## src/rtl/cv32e40s_alert_rx.sv

```systemverilog
// rtl/cv32e40s_alert_rx.sv - alert receiver: minor-alert counter and WARN/ESCALATE/LOCKED escalation FSM
// Optional leaky counter enabled by defining CV32E40S_ALERT_RX_LEAK_EN.
module cv32e40s_alert_rx #(
   parameter int MINOR_THRESHOLD = 4,
   parameter int CNT_WIDTH       = 8,
   parameter int ESC_DELAY       = 16,
   parameter int LEAK_PERIOD     = 1024
) (
   input  logic                 clk,
   input  logic                 rst_n,
   input  logic                 alert_minor_i,
   input  logic                 alert_major_i,
   input  logic                 clear_i,
   input  logic                 esc_ack_i,
   output logic                 irq_warn_o,
   output logic                 escalate_o,
   output logic                 locked_o,
   output logic [CNT_WIDTH-1:0] minor_cnt_o,
   output logic                 major_seen_o
);

   typedef enum logic [1:0] {
      IDLE     = 2'd0,
      WARN     = 2'd1,
      ESCALATE = 2'd2,
      LOCKED   = 2'd3
   } state_t;

   localparam int TW = (ESC_DELAY > 1) ? $clog2(ESC_DELAY) : 1;
   localparam logic [CNT_WIDTH-1:0] CNT_MAX = {CNT_WIDTH{1'b1}};
   localparam logic [CNT_WIDTH-1:0] THR     = CNT_WIDTH'(MINOR_THRESHOLD);
   localparam logic [TW-1:0]        T_LOAD  = TW'(ESC_DELAY - 1);

   state_t                r_state;
   state_t                w_state_next;
   logic [TW-1:0]         r_timer;
   logic [TW-1:0]         w_timer_next;
   logic [CNT_WIDTH-1:0]  r_cnt;
   logic [CNT_WIDTH-1:0]  w_cnt_next;
   logic                  r_minor_q;
   logic                  r_major_q;
   logic                  r_major_seen;
   logic                  w_clr_ok;
   logic                  w_inc;

   // clear only has effect while the handler is still recoverable
   assign w_clr_ok = clear_i && ((r_state == IDLE) || (r_state == WARN));
   assign w_inc    = r_minor_q && (r_cnt != CNT_MAX);

`ifdef CV32E40S_ALERT_RX_LEAK_EN
   localparam int LW = (LEAK_PERIOD > 1) ? $clog2(LEAK_PERIOD) : 1;
   localparam logic [LW-1:0] LEAK_LAST = LW'(LEAK_PERIOD - 1);

   logic [LW-1:0] r_leak;
   logic          w_leak_dec;

   assign w_leak_dec = (r_leak == LEAK_LAST) && (r_cnt != '0) &&
                       ((r_state == IDLE) || (r_state == WARN));

   always_ff @(posedge clk or negedge rst_n) begin
      if (!rst_n) begin
         r_leak <= '0;
      end else if (w_clr_ok || (r_leak == LEAK_LAST)) begin
         r_leak <= '0;
      end else begin
         r_leak <= r_leak + 1'b1;
      end
   end

   always_comb begin
      w_cnt_next = r_cnt;
      if (w_clr_ok) begin
         w_cnt_next = {{(CNT_WIDTH-1){1'b0}}, r_minor_q};
      end else if (w_leak_dec) begin
         // a coincident minor event cancels the leak step
         w_cnt_next = r_minor_q ? r_cnt : r_cnt - 1'b1;
      end else if (w_inc) begin
         w_cnt_next = r_cnt + 1'b1;
      end
   end
`else
   always_comb begin
      w_cnt_next = r_cnt;
      if (w_clr_ok) begin
         w_cnt_next = {{(CNT_WIDTH-1){1'b0}}, r_minor_q};
      end else if (w_inc) begin
         w_cnt_next = r_cnt + 1'b1;
      end
   end
`endif

   always_comb begin
      w_state_next = r_state;
      w_timer_next = r_timer;
      case (r_state)
         IDLE: begin
            if (r_major_q) begin
               w_state_next = ESCALATE;
            end else if (clear_i) begin
               w_state_next = IDLE;
            end else if (w_cnt_next >= THR) begin
               w_state_next = WARN;
               w_timer_next = T_LOAD;
            end
         end
         WARN: begin
            if (r_major_q) begin
               w_state_next = ESCALATE;
            end else if (clear_i) begin
               w_state_next = IDLE;
            end else if (r_timer == '0) begin
               w_state_next = ESCALATE;
            end else begin
               w_timer_next = r_timer - 1'b1;
            end
         end
         ESCALATE: begin
            if (esc_ack_i) begin
               w_state_next = LOCKED;
            end
         end
         default: begin
            w_state_next = LOCKED;
         end
      endcase
   end

   always_ff @(posedge clk or negedge rst_n) begin
      if (!rst_n) begin
         r_state      <= IDLE;
         r_timer      <= '0;
         r_cnt        <= '0;
         r_minor_q    <= 1'b0;
         r_major_q    <= 1'b0;
         r_major_seen <= 1'b0;
      end else begin
         r_state      <= w_state_next;
         r_timer      <= w_timer_next;
         r_cnt        <= w_cnt_next;
         r_minor_q    <= alert_minor_i;
         r_major_q    <= alert_major_i;
         r_major_seen <= r_major_seen | r_major_q;
      end
   end

   assign irq_warn_o   = (r_state == WARN);
   assign escalate_o   = (r_state == ESCALATE) || (r_state == LOCKED);
   assign locked_o     = (r_state == LOCKED);
   assign minor_cnt_o  = r_cnt;
   assign major_seen_o = r_major_seen;

endmodule
```

## config.mk

```make
export PLATFORM = sky130hd
export DESIGN_NAME = cv32e40s_alert_rx
export DESIGN_NICKNAME = d
export VERILOG_FILES = /design/src/rtl/cv32e40s_alert_rx.sv
export SDC_FILE = /design/constraint.sdc
export NUM_CORES = 1
export LEC_CHECK = 0
export BUFFER_PORTS_ARGS = -buffer_cell sky130_fd_sc_hd__clkbuf_2
export CORE_UTILIZATION = 57
export DETAILED_ROUTE_END_ITERATION = 8
export HOLD_SLACK_MARGIN = 0.08
export PLACE_DENSITY = 0.86
export SYNTH_ARGS = -nofsm -noshare
export SYNTH_HDL_FRONTEND = slang
export SYNTH_SLANG_ARGS = --single-unit
```

## constraint.sdc

```tcl
create_clock -name clk -period 6.35 [get_ports clk]
set_input_delay 0.635 -clock clk [delete_from_list [all_inputs] [get_ports clk]]
set_output_delay 0.635 -clock clk [all_outputs]
set_load 0.03 [all_outputs]
```

==> metrics.yaml <==
cts_max_level: 1
port_buffers: 17
dieArea_sq_um: 1820
cts_setup_buffers: 0
critPathCaptureType: "flip-flop"
path_clk_slew_ns: 0.11
syn_area_sq_um: 945
holdCritPathClass: "in -> async"
nNetsFinal: 127
diodes: 0
synth_edf_count: 0
path_depth: 7
fin_crit_sh: 0.395
async_flop_share: 1.00
cts-hold-fix-buffers: 0
wirelength_um: 1940
grt-ovfl-total: 0
max_stage_delay_ns: 0.56
slowest_stage: "or4_4"
grt_pass1_vias: 703
tns_ns: 0
worst_slack_ns: 3.84
slew_viol_final: 0
hpwlAfterDp_um: 1390
cp_num_buf_inv: 0
num_rows: 14
io_pins: 18
synth.avg_cell_area_sq_um: 9.35
cts_max_path_buffers: 2
worstSetupStartpointType: "flip-flop"
area_delta_synth_final_pct: 12.5
synthFlopType: "dfrtp_1"
postRouteAntennaNets: 0
cp_cell_sequence: "ha_1, and3_1, a311oi_1, o21ai_1, or4_4, nand3_2, mux2_1"
wl_per_cell_um: 14.5
numCtsBuffers: 3
ys_seq_area_frac: 0.450
drv_cap: 0
ys_seq_elements: 17
grt_antenna_before_repair: 0
die_y_um: 42.7
syn_inst: 101
p_leak_uw: 0.000474
crit_fanout: 6
design_area_sq_um: 1060
synth_top_area_frac: 0.450
fp.dieW_um: 42.7
viasPerCell: 6.19
crit_arrival_ns: 2.70
grt_first_pass_wirelength_um: 3090
critPathKind: "reg -> reg"
worst_r2r_path_depth: 7
nFillCells: 114
place.gp.congestion: 0.938
dpl_cell_area_sq_um: 1030
fmax_mhz: 399
clock_latency_ns: 0.29
layout-drive-gt1-share: 0.220
yosys.area.top_type: "dfrtp_1"
slew_headroom: 0.648
grt_setup_unrepaired: "false"
num_vias: 829
cp_top_family: "simple AND/OR/NAND/NOR gates"
period_minus_slack_ns: 2.51
clock_sinks: 17
drcViolationCount: 0
grt_start_max_net_pins: 18
track_usage: 0.228
peakVddDrop_v: 0.000261
syn_nets: 109
ctsResizeCount: 0
drt_iter0_drc: 20
p_per_area_nw_per_um2: 363
cts-root-buf: "clkbuf_4"
setup_violations: 0
yosys_warnings: 0
cts_tree: "built"
yosysUniqueCellTypes: 37
pre_cts_slack_ns: 3.75
synthTopCellsByArea: "dfrtp_1 (45%), a21oi_1 (3.7%), nor3_1 (3.7%), nand2_1 (3.2%), inv_1 (2.8%)"
cp.required_ns: 6.54
initial_core_util: 0.620
core_sq_um: 1520
status: "complete, no violations"
tightest_slew_ns: 0.527
skew_ns: 0.00537
first_pass_iters: 4
hold_viol: 0
layout make-up:
type	instances	area (sq um)	area share
tap	16	20.0	0.0188
inverter	7	26.3	0.0247
clock inverter	1	7.51	0.00707
multi-input combinational	73	475	0.448
clock buffer	3	22.5	0.0212
timing repair buffer	17	85.1	0.0801
sequential	17	425	0.400
flip-flops by register name, summed over array words and instances (netlist names):
register and flops:
r_timer 4, major_seen_o 1, r_state 2, minor_cnt_o 8, r_minor_q 1, r_major_q 1
metal layers:
metal | global-route usage | routed length, um
met4 | 0.100 | 28
met5 | 0 | 0
met1 | 0.307 | 866
met2 | 0.370 | 972
met3 | 0.0298 | 73
synth_stat cells (2+ instances only):
master / count
inv_1: 7
ha_1: 2
nand2b_1: 3
nor2_1: 7
dfrtp_1: 17
o21ai_0: 2
nand2_1: 8
a311oi_1: 2
a21oi_1: 7
clkbuf_1: 2
and3_1: 3
nand3_1: 4
nor3_1: 7
mux2_1: 2
mux2i_1: 2
o311a_1: 2
nand4_1: 3
a41oi_1: 2
cell usage in the layout, fill, tap and decap left out, types with 2 or more instances in the layout:
cell	n
a21oi_1	7
nor2_1	7
mux2i_1	2
inv_1	7
clkbuf_2	17
ha_1	2
nor3_1	7
nand4_1	3
o21ai_0	2
o311a_1	2
clkbuf_4	3
a311oi_1	2
dfrtp_1	17
nand2_1	8
mux2_1	2
and3_1	3
a41oi_1	2
nand2b_1	3
nand3_1	4
power by group:
part | switching (uW) | internal [uW]
Clock | 36.4 | 24.0
Combinational | 96.6 | 54.6
Sequential | 43.3 | 131
Total | 176 | 209
stage by stage:
step                hold slack, ns  utilization  std cells  total power, uW
finish                       0.252        0.697        134              386
floorplan                    0.339            -        101              286
global placement             0.449        0.677        130              322
CTS                          0.254        0.697        134              387
detailed placement           0.450        0.677        130              325
global route                 0.281        0.697        134              408
kinds of logic after synthesis:
| logic type | count (synthesis) | share of synthesized area |
|---|---|---|
| xor+xnor | 2 | 0.0185 |
| mux | 4 | 0.0450 |
| buf+inv | 11 | 0.0464 |
| fa+ha+maj | 2 | 0.0265 |
| simple gates | 44 | 0.257 |
| compound gates | 21 | 0.156 |
| flops | 17 | 0.450 |
final timing paths:
kind,from,endpoint,slack (ns)
max in group asynchronous,rst_n,minor_cnt_o[5],5.80
min in group clk,alert_minor_i,r_minor_q,0.44
hold / removal,rst_n,minor_cnt_o[3],0.25
setup / recovery,minor_cnt_o[0],r_timer[1],3.84
setup reg to reg,minor_cnt_o[0],r_timer[1],3.84
hold reg to reg,major_seen_o,major_seen_o,0.47
No activity file was read; power rests on OpenSTA's default activity.
